**config.mk**
```make
export PLATFORM = sky130hd
export DESIGN_NAME = rv32_multicycle_ctrl
export DESIGN_NICKNAME = d
export VERILOG_FILES = /design/src/rtl/rv32_multicycle_ctrl.sv
export SDC_FILE = /design/constraint.sdc
export NUM_CORES = 1
export LEC_CHECK = 0
export BUFFER_PORTS_ARGS = -buffer_cell sky130_fd_sc_hd__buf_2
export CAP_MARGIN = 20
export CORE_UTILIZATION = 37
export CTS_CLUSTER_DIAMETER = 200
export DETAILED_ROUTE_END_ITERATION = 8
export GPL_TIMING_DRIVEN = 0
export PLACE_DENSITY = 0.75
export SLEW_MARGIN = 20
export SYNTH_ARGS = -nofsm -noshare
export SYNTH_HDL_FRONTEND = slang
export SYNTH_SLANG_ARGS = --single-unit
```
**constraint.sdc**
```tcl
create_clock -name clk -period 3.05 [get_ports clk]
set_input_delay 0.61 -clock clk [delete_from_list [all_inputs] [get_ports clk]]
set_output_delay 0.61 -clock clk [all_outputs]
set_load 0.05 [all_outputs]
```
**src/rtl/rv32_multicycle_ctrl.sv**
```systemverilog
// Multi-cycle RV32I control FSM: fetch/decode/exec/mem/wb sequencing,
// immediate format select, memory handshakes and retired-instruction count.
module rv32_multicycle_ctrl #(
  parameter int INSTRET_W = 32
) (
  input  logic                 clk,
  input  logic                 rst,
  input  logic [31:0]          inst,
  input  logic                 imem_ready,
  input  logic                 dmem_ready,
  input  logic                 br_taken,
  output logic                 imem_req,
  output logic                 ir_we,
  output logic [2:0]           ext_op,
  output logic                 alu_a_pc,
  output logic                 alu_b_imm,
  output logic                 dmem_req,
  output logic                 dmem_we,
  output logic                 rf_we,
  output logic [1:0]           wb_sel,
  output logic                 pc_we,
  output logic [1:0]           pc_sel,
  output logic                 trap,
  output logic [INSTRET_W-1:0] instret
);

  localparam logic [6:0] OPC_LOAD   = 7'b0000011;
  localparam logic [6:0] OPC_STORE  = 7'b0100011;
  localparam logic [6:0] OPC_BRANCH = 7'b1100011;
  localparam logic [6:0] OPC_JAL    = 7'b1101111;
  localparam logic [6:0] OPC_JALR   = 7'b1100111;
  localparam logic [6:0] OPC_OPIMM  = 7'b0010011;
  localparam logic [6:0] OPC_OP     = 7'b0110011;
  localparam logic [6:0] OPC_LUI    = 7'b0110111;
  localparam logic [6:0] OPC_AUIPC  = 7'b0010111;

  typedef enum logic [2:0] {
    FETCH, DECODE, EXEC, MEM, WB, TRAP
  } state_e;

  typedef enum logic [3:0] {
    K_LOAD, K_STORE, K_BRANCH, K_JAL, K_JALR,
    K_OPIMM, K_OP, K_LUI, K_AUIPC, K_ILL
  } kind_e;

  state_e                 state_q, state_d;
  kind_e                  kind_q, kind_d, dec_kind;
  logic [2:0]             ext_op_q, ext_op_d, dec_ext;
  logic                   trap_q, trap_d;
  logic [INSTRET_W-1:0]   instret_q, instret_d;
  logic [2:0]             funct3;
  logic                   rd_nz;
  logic                   unused_inst;

  assign funct3      = inst[14:12];
  assign rd_nz       = |inst[11:7];
  assign unused_inst = ^inst[31:15];

  // Opcode and funct3 legality decode of the instruction register
  always_comb begin
    dec_kind = K_ILL;
    dec_ext  = 3'b000;
    case (inst[6:0])
      OPC_LOAD: begin
        if (!(funct3 inside {3'b011, 3'b110, 3'b111})) dec_kind = K_LOAD;
      end
      OPC_STORE: begin
        dec_ext = 3'b011;
        if (funct3 <= 3'b010) dec_kind = K_STORE;
      end
      OPC_BRANCH: begin
        dec_ext = 3'b001;
        if (!(funct3 inside {3'b010, 3'b011})) dec_kind = K_BRANCH;
      end
      OPC_JAL: begin
        dec_ext  = 3'b010;
        dec_kind = K_JAL;
      end
      OPC_JALR: begin
        if (funct3 == 3'b000) dec_kind = K_JALR;
      end
      OPC_OPIMM: dec_kind = K_OPIMM;
      OPC_OP:    dec_kind = K_OP;
      OPC_LUI: begin
        dec_ext  = 3'b100;
        dec_kind = K_LUI;
      end
      OPC_AUIPC: begin
        dec_ext  = 3'b100;
        dec_kind = K_AUIPC;
      end
      default: dec_kind = K_ILL;
    endcase
  end

  // Strobes depend on same-cycle ready/branch inputs, so decode from state
  always_comb begin
    imem_req  = 1'b0;
    ir_we     = 1'b0;
    alu_a_pc  = 1'b0;
    alu_b_imm = 1'b0;
    dmem_req  = 1'b0;
    dmem_we   = 1'b0;
    rf_we     = 1'b0;
    wb_sel    = 2'b00;
    pc_we     = 1'b0;
    pc_sel    = 2'b00;
    if (!rst) begin
      case (state_q)
        FETCH: begin
          imem_req = 1'b1;
          ir_we    = imem_ready;
        end
        EXEC: begin
          alu_a_pc  = kind_q inside {K_AUIPC, K_JAL, K_BRANCH};
          alu_b_imm = !(kind_q inside {K_OP, K_BRANCH});
          if (kind_q == K_BRANCH) begin
            pc_we  = 1'b1;
            pc_sel = {1'b0, br_taken};
          end
        end
        MEM: begin
          dmem_req = 1'b1;
          dmem_we  = (kind_q == K_STORE);
          pc_we    = dmem_ready && (kind_q == K_STORE);
        end
        WB: begin
          rf_we = rd_nz;
          pc_we = 1'b1;
          case (kind_q)
            K_LOAD:        wb_sel = 2'b01;
            K_JAL, K_JALR: wb_sel = 2'b10;
            K_LUI:         wb_sel = 2'b11;
            default:       wb_sel = 2'b00;
          endcase
          case (kind_q)
            K_JAL:   pc_sel = 2'b01;
            K_JALR:  pc_sel = 2'b10;
            default: pc_sel = 2'b00;
          endcase
        end
        default: ;
      endcase
    end
  end

  always_comb begin
    state_d   = state_q;
    kind_d    = kind_q;
    ext_op_d  = ext_op_q;
    trap_d    = trap_q;
    instret_d = instret_q + INSTRET_W'(pc_we);
    case (state_q)
      FETCH: begin
        if (imem_ready) state_d = DECODE;
      end
      DECODE: begin
        kind_d = dec_kind;
        if (dec_kind == K_ILL) begin
          state_d = TRAP;
          trap_d  = 1'b1;
        end else begin
          ext_op_d = dec_ext;
          state_d  = EXEC;
        end
      end
      EXEC: begin
        case (kind_q)
          K_BRANCH:       state_d = FETCH;
          K_LOAD, K_STORE: state_d = MEM;
          default:        state_d = WB;
        endcase
      end
      MEM: begin
        if (dmem_ready) state_d = (kind_q == K_STORE) ? FETCH : WB;
      end
      WB:      state_d = FETCH;
      TRAP:    state_d = TRAP;
      default: state_d = FETCH;
    endcase
  end

  always_ff @(posedge clk) begin
    if (rst) begin
      state_q   <= FETCH;
      kind_q    <= K_OP;
      ext_op_q  <= 3'b000;
      trap_q    <= 1'b0;
      instret_q <= '0;
    end else begin
      state_q   <= state_d;
      kind_q    <= kind_d;
      ext_op_q  <= ext_op_d;
      trap_q    <= trap_d;
      instret_q <= instret_d;
    end
  end

  assign ext_op  = ext_op_q;
  assign trap    = trap_q;
  assign instret = instret_q;

endmodule
```
==> results summary <==
The gate count after technology mapping is 305. After detailed routing, the number of remaining DRC violations is 0. In the finished design, the share of the clock period the worst path needs comes to 0.907. The number of antenna violations at the first check in global routing is 0.

The share of total power dissipated in combinational logic is 0.120. In this run the top signal layer used is met4. In this design, the largest share of critical-path delay is due to simple AND/OR/NAND/NOR gates. The sequential cell fraction of total power is 0.500.

The count of unique library cells instantiated by Yosys is 47. The design internal power came out at 866 µW. Setup repair after global routing left no endpoint under its margin. The number of levels in the clock H-tree came out at 2. The data required time of the critical path is 3.27 ns. The minimum setup slack after placement is -0.369 ns. The part of the Yosys area used for sequential elements is 0.360.

The die area came out at 6780 µm². The fraction of registers with async set/reset came out at 0. For the final database, setup skew stands at 0.00767 ns.

The final number of hold-violating endpoints came out at 0. The number of violations reported at the end of detailed-routing iteration 0 is 64. TritonCTS built the clock tree.

The static leakage came out at 1.21 nW. The number of synthesized register bits is 43. The via count of the first global-routing pass is 2,029.

The maximum VDD drop is 0.000205 V. The reported net switching power is 302 µW. The remaining number of nets flagged by the antenna check after routing is 0.

The number of clock buffers inserted by TritonCTS is 5. The detailed-placement wirelength estimate is 4270 µm. Traced cell by cell, the critical path runs through nor2b_1, a32o_1, a31oi_1, nor2_4, ha_1, nand2_1, or3_4, or2_1, or4_1, a21oi_1. The switching power share of the total came out at 0.259. The overflow left after global routing came out at 0. The total of buffers placed on input and output ports is 62. The weighted congestion at the end of routability-driven global placement came out at 0.898. The maximum single-stage delay on the critical path came out at 0.51 ns. The final antenna diode count came out at 0. The number of nets produced by synthesis is 344. The routed metal-1 wire length is 2570 µm. The hold-fix buffer count after cts came out at 0. Sorting the synthesized cells by area gives the leading types as sky130_fd_sc_hd__dfxtp_1 (36%), sky130_fd_sc_hd__nor2_1 (8.3%), sky130_fd_sc_hd__xnor2_1 (5.9%). The critical path contains buffers and inverters numbering 0 combined. The clock-pin slew of the registers on the worst-case setup and hold paths came out at 0.08 ns. The number of setup buffers added after CTS is 0.

The path type of the worst min-delay path is flop to flop. The most frequently used flop master after synthesis is sky130_fd_sc_hd__dfxtp_1. The share of final-layout standard cells stronger than drive strength 1 is 0.251.

The sum of internal, switching and leakage power came out at 1.17 mW. The detailed-routed wire length on met2 is 2570 µm. Across the run, the number of max-cap violations was 0.

The largest net degree at the start of global routing came out at 18. The commonest cells after synthesis are sky130_fd_sc_hd__nor2_1 (53), sky130_fd_sc_hd__dfxtp_1 (43), sky130_fd_sc_hd__nand2_1 (20). Power spread over the standard cell area amounts to 399 nW/µm². The maximum number of buffers from clock root to sink came out at 2.

The setup slack of the critical path after layout is 0.283 ns. The cell chosen for the clock root is sky130_fd_sc_hd__clkbuf_8. The worst path arrival time came out at 2.99 ns.

The upper clock frequency limit came out at 361 MHz. The clock network latency to the later pin of the worst-skew pair is 0.29 ns. The clock network fraction of design power is 0.379.

For this run, the total global-route usage over all layers was measured as 0.167. Summed over all instances, the cell type with the most area after synthesis is sky130_fd_sc_hd__dfxtp_1. The number of top-level pins is 85.

The count of flip-flops with a built-in enable after synthesis is 0. During synthesis, Yosys emitted a total of 0 warnings. The number of placement rows came out at 28. The post-detailed-route wirelength per cell is 12.4 µm.

The sum of met3 wire segment lengths after detailed routing is 331 µm. The initial standard-cell utilization of the core came out at 0.394. The count of final max-slew check failures came out at 0. The total non-filler cell area in the finished layout is 2930 µm². The area share of the largest cell type after synthesis came out at 0.360. The area growth from synthesis to layout is 22.6%. The die height came out at 82.4 µm. The number of failing setup endpoints in the final timing report came out at 0. Using the TritonRoute via totals, the vias-per-cell ratio works out to 5.22.

The total area inside the core boundary comes to 6060 µm². The highest net fanout along the worst path came out at 10. The critical path is of the flop to flop type.

The run finished with clean final reports. The clock sink count is 43. Wires add up to 5510 µm. STA classifies the critical path endpoint as a flop. For this run, the post-layout net count is 408.

The mapped netlist covers 2390 µm². The post-place instance area is 2820 µm². The startpoint type of the worst setup path is a flop. The synthesized area per cell is 7.84 µm². The most common cell in the synthesized netlist is sky130_fd_sc_hd__nor2_1. The number of optimization iterations in the first detailed-route pass came out at 5. The critical-path cell with the highest stage delay is sky130_fd_sc_hd__or4_1. The wire length of the first global-routing pass is 8900 µm. The total via count in the routed design is 2,325. The overall die width came out at 82.4 µm. The count of cells resized by post-cts repair is 1. The headroom to the max-slew limit came out at 0.658. The transition time at the pin with the least slew margin is 0.514 ns. The routed design could run at a clock period as short as 2.77 ns.
-- through the flow --
stage	instances	util	TNS (ns)	hold slack (ns)
finish	445	0.483	0	0.484
global route	445	0.483	0	0.507
CTS	447	0.483	0	0.491
detailed placement	442	0.466	-3.10	0.479
global placement	442	0.466	-2.89	0.459
floorplan	305	-	-0.176	0.521
-- registers in the layout, summed over array words and instances, names as in the netlist --
signal / count
state_q: 3
instret: 32
ext_op: 3
kind_q: 4
trap: 1
-- routing by layer --
layer / up-vias / GRT usage
met2: 75 / 0.300
li1: 1189 / -
met1: 1057 / 0.201
met5: - / 0
met3: 4 / 0.0385
met4: 0 / 0.0368
-- tightest hold or removal path, cell delays in order, from the launching register on --
cell and delay (ns):
sky130_fd_sc_hd__dfxtp_1 0.33, sky130_fd_sc_hd__o31ai_1 0.06, sky130_fd_sc_hd__a21oi_1 0.05
-- kinds of logic (layout without fill, tap and decap cells) --
group	count (synthesis)	in the layout	share of synthesized area
simple gates	160	160	0.345
flops	43	43	0.360
compound gates	37	37	0.103
xor+xnor	29	29	0.106
buf+inv	28	93	0.0471
mux	6	6	0.0277
fa+ha+maj	2	2	0.0105
-- cells in the final DEF (no fill, tap or decap), types with 7 or more instances in the layout --
master / count
sky130_fd_sc_hd__buf_2: 66
sky130_fd_sc_hd__nor2_1: 51
sky130_fd_sc_hd__dfxtp_1: 40
sky130_fd_sc_hd__nand2_1: 20
sky130_fd_sc_hd__xnor2_1: 16
sky130_fd_sc_hd__a21oi_1: 13
sky130_fd_sc_hd__xor2_1: 13
sky130_fd_sc_hd__nand3_1: 12
sky130_fd_sc_hd__nor3_1: 11
sky130_fd_sc_hd__nand2b_1: 9
sky130_fd_sc_hd__nand4_1: 9
sky130_fd_sc_hd__nor2b_1: 8
sky130_fd_sc_hd__clkbuf_1: 8
sky130_fd_sc_hd__inv_1: 7
-- layout make-up --
type,count,area (µm²)
Sequential cell,43,865
Fill cell,598,3130
Timing Repair Buffer,62,310
Clock inverter,3,43.8
Clock buffer,5,68.8
Tap cell,75,93.8
Multi-Input combinational cell,234,1450
Inverter,7,26.3
Buffer,16,72.6
-- power groups by stage --
stage,clock network [mW],registers (mW),logic [mW]
after global placement,0,0.588,0.148
after CTS,0.460,0.582,0.143
final,0.443,0.585,0.141
after floorplan,0,0.595,0.103
after global routing,0.482,0.586,0.155
after detailed placement,0,0.589,0.150
-- final timing paths --
check / slack, ns / from / end / depth (start not counted)
max: 0.28 / kind_q[0] / instret[31] / 10
min: 0.48 / instret[31] / instret[31] / 2
max reg2reg: 0.28 / kind_q[0] / instret[31] / 10
min reg2reg: 0.48 / instret[31] / instret[31] / 2
(Power assumes the default switching activity.)
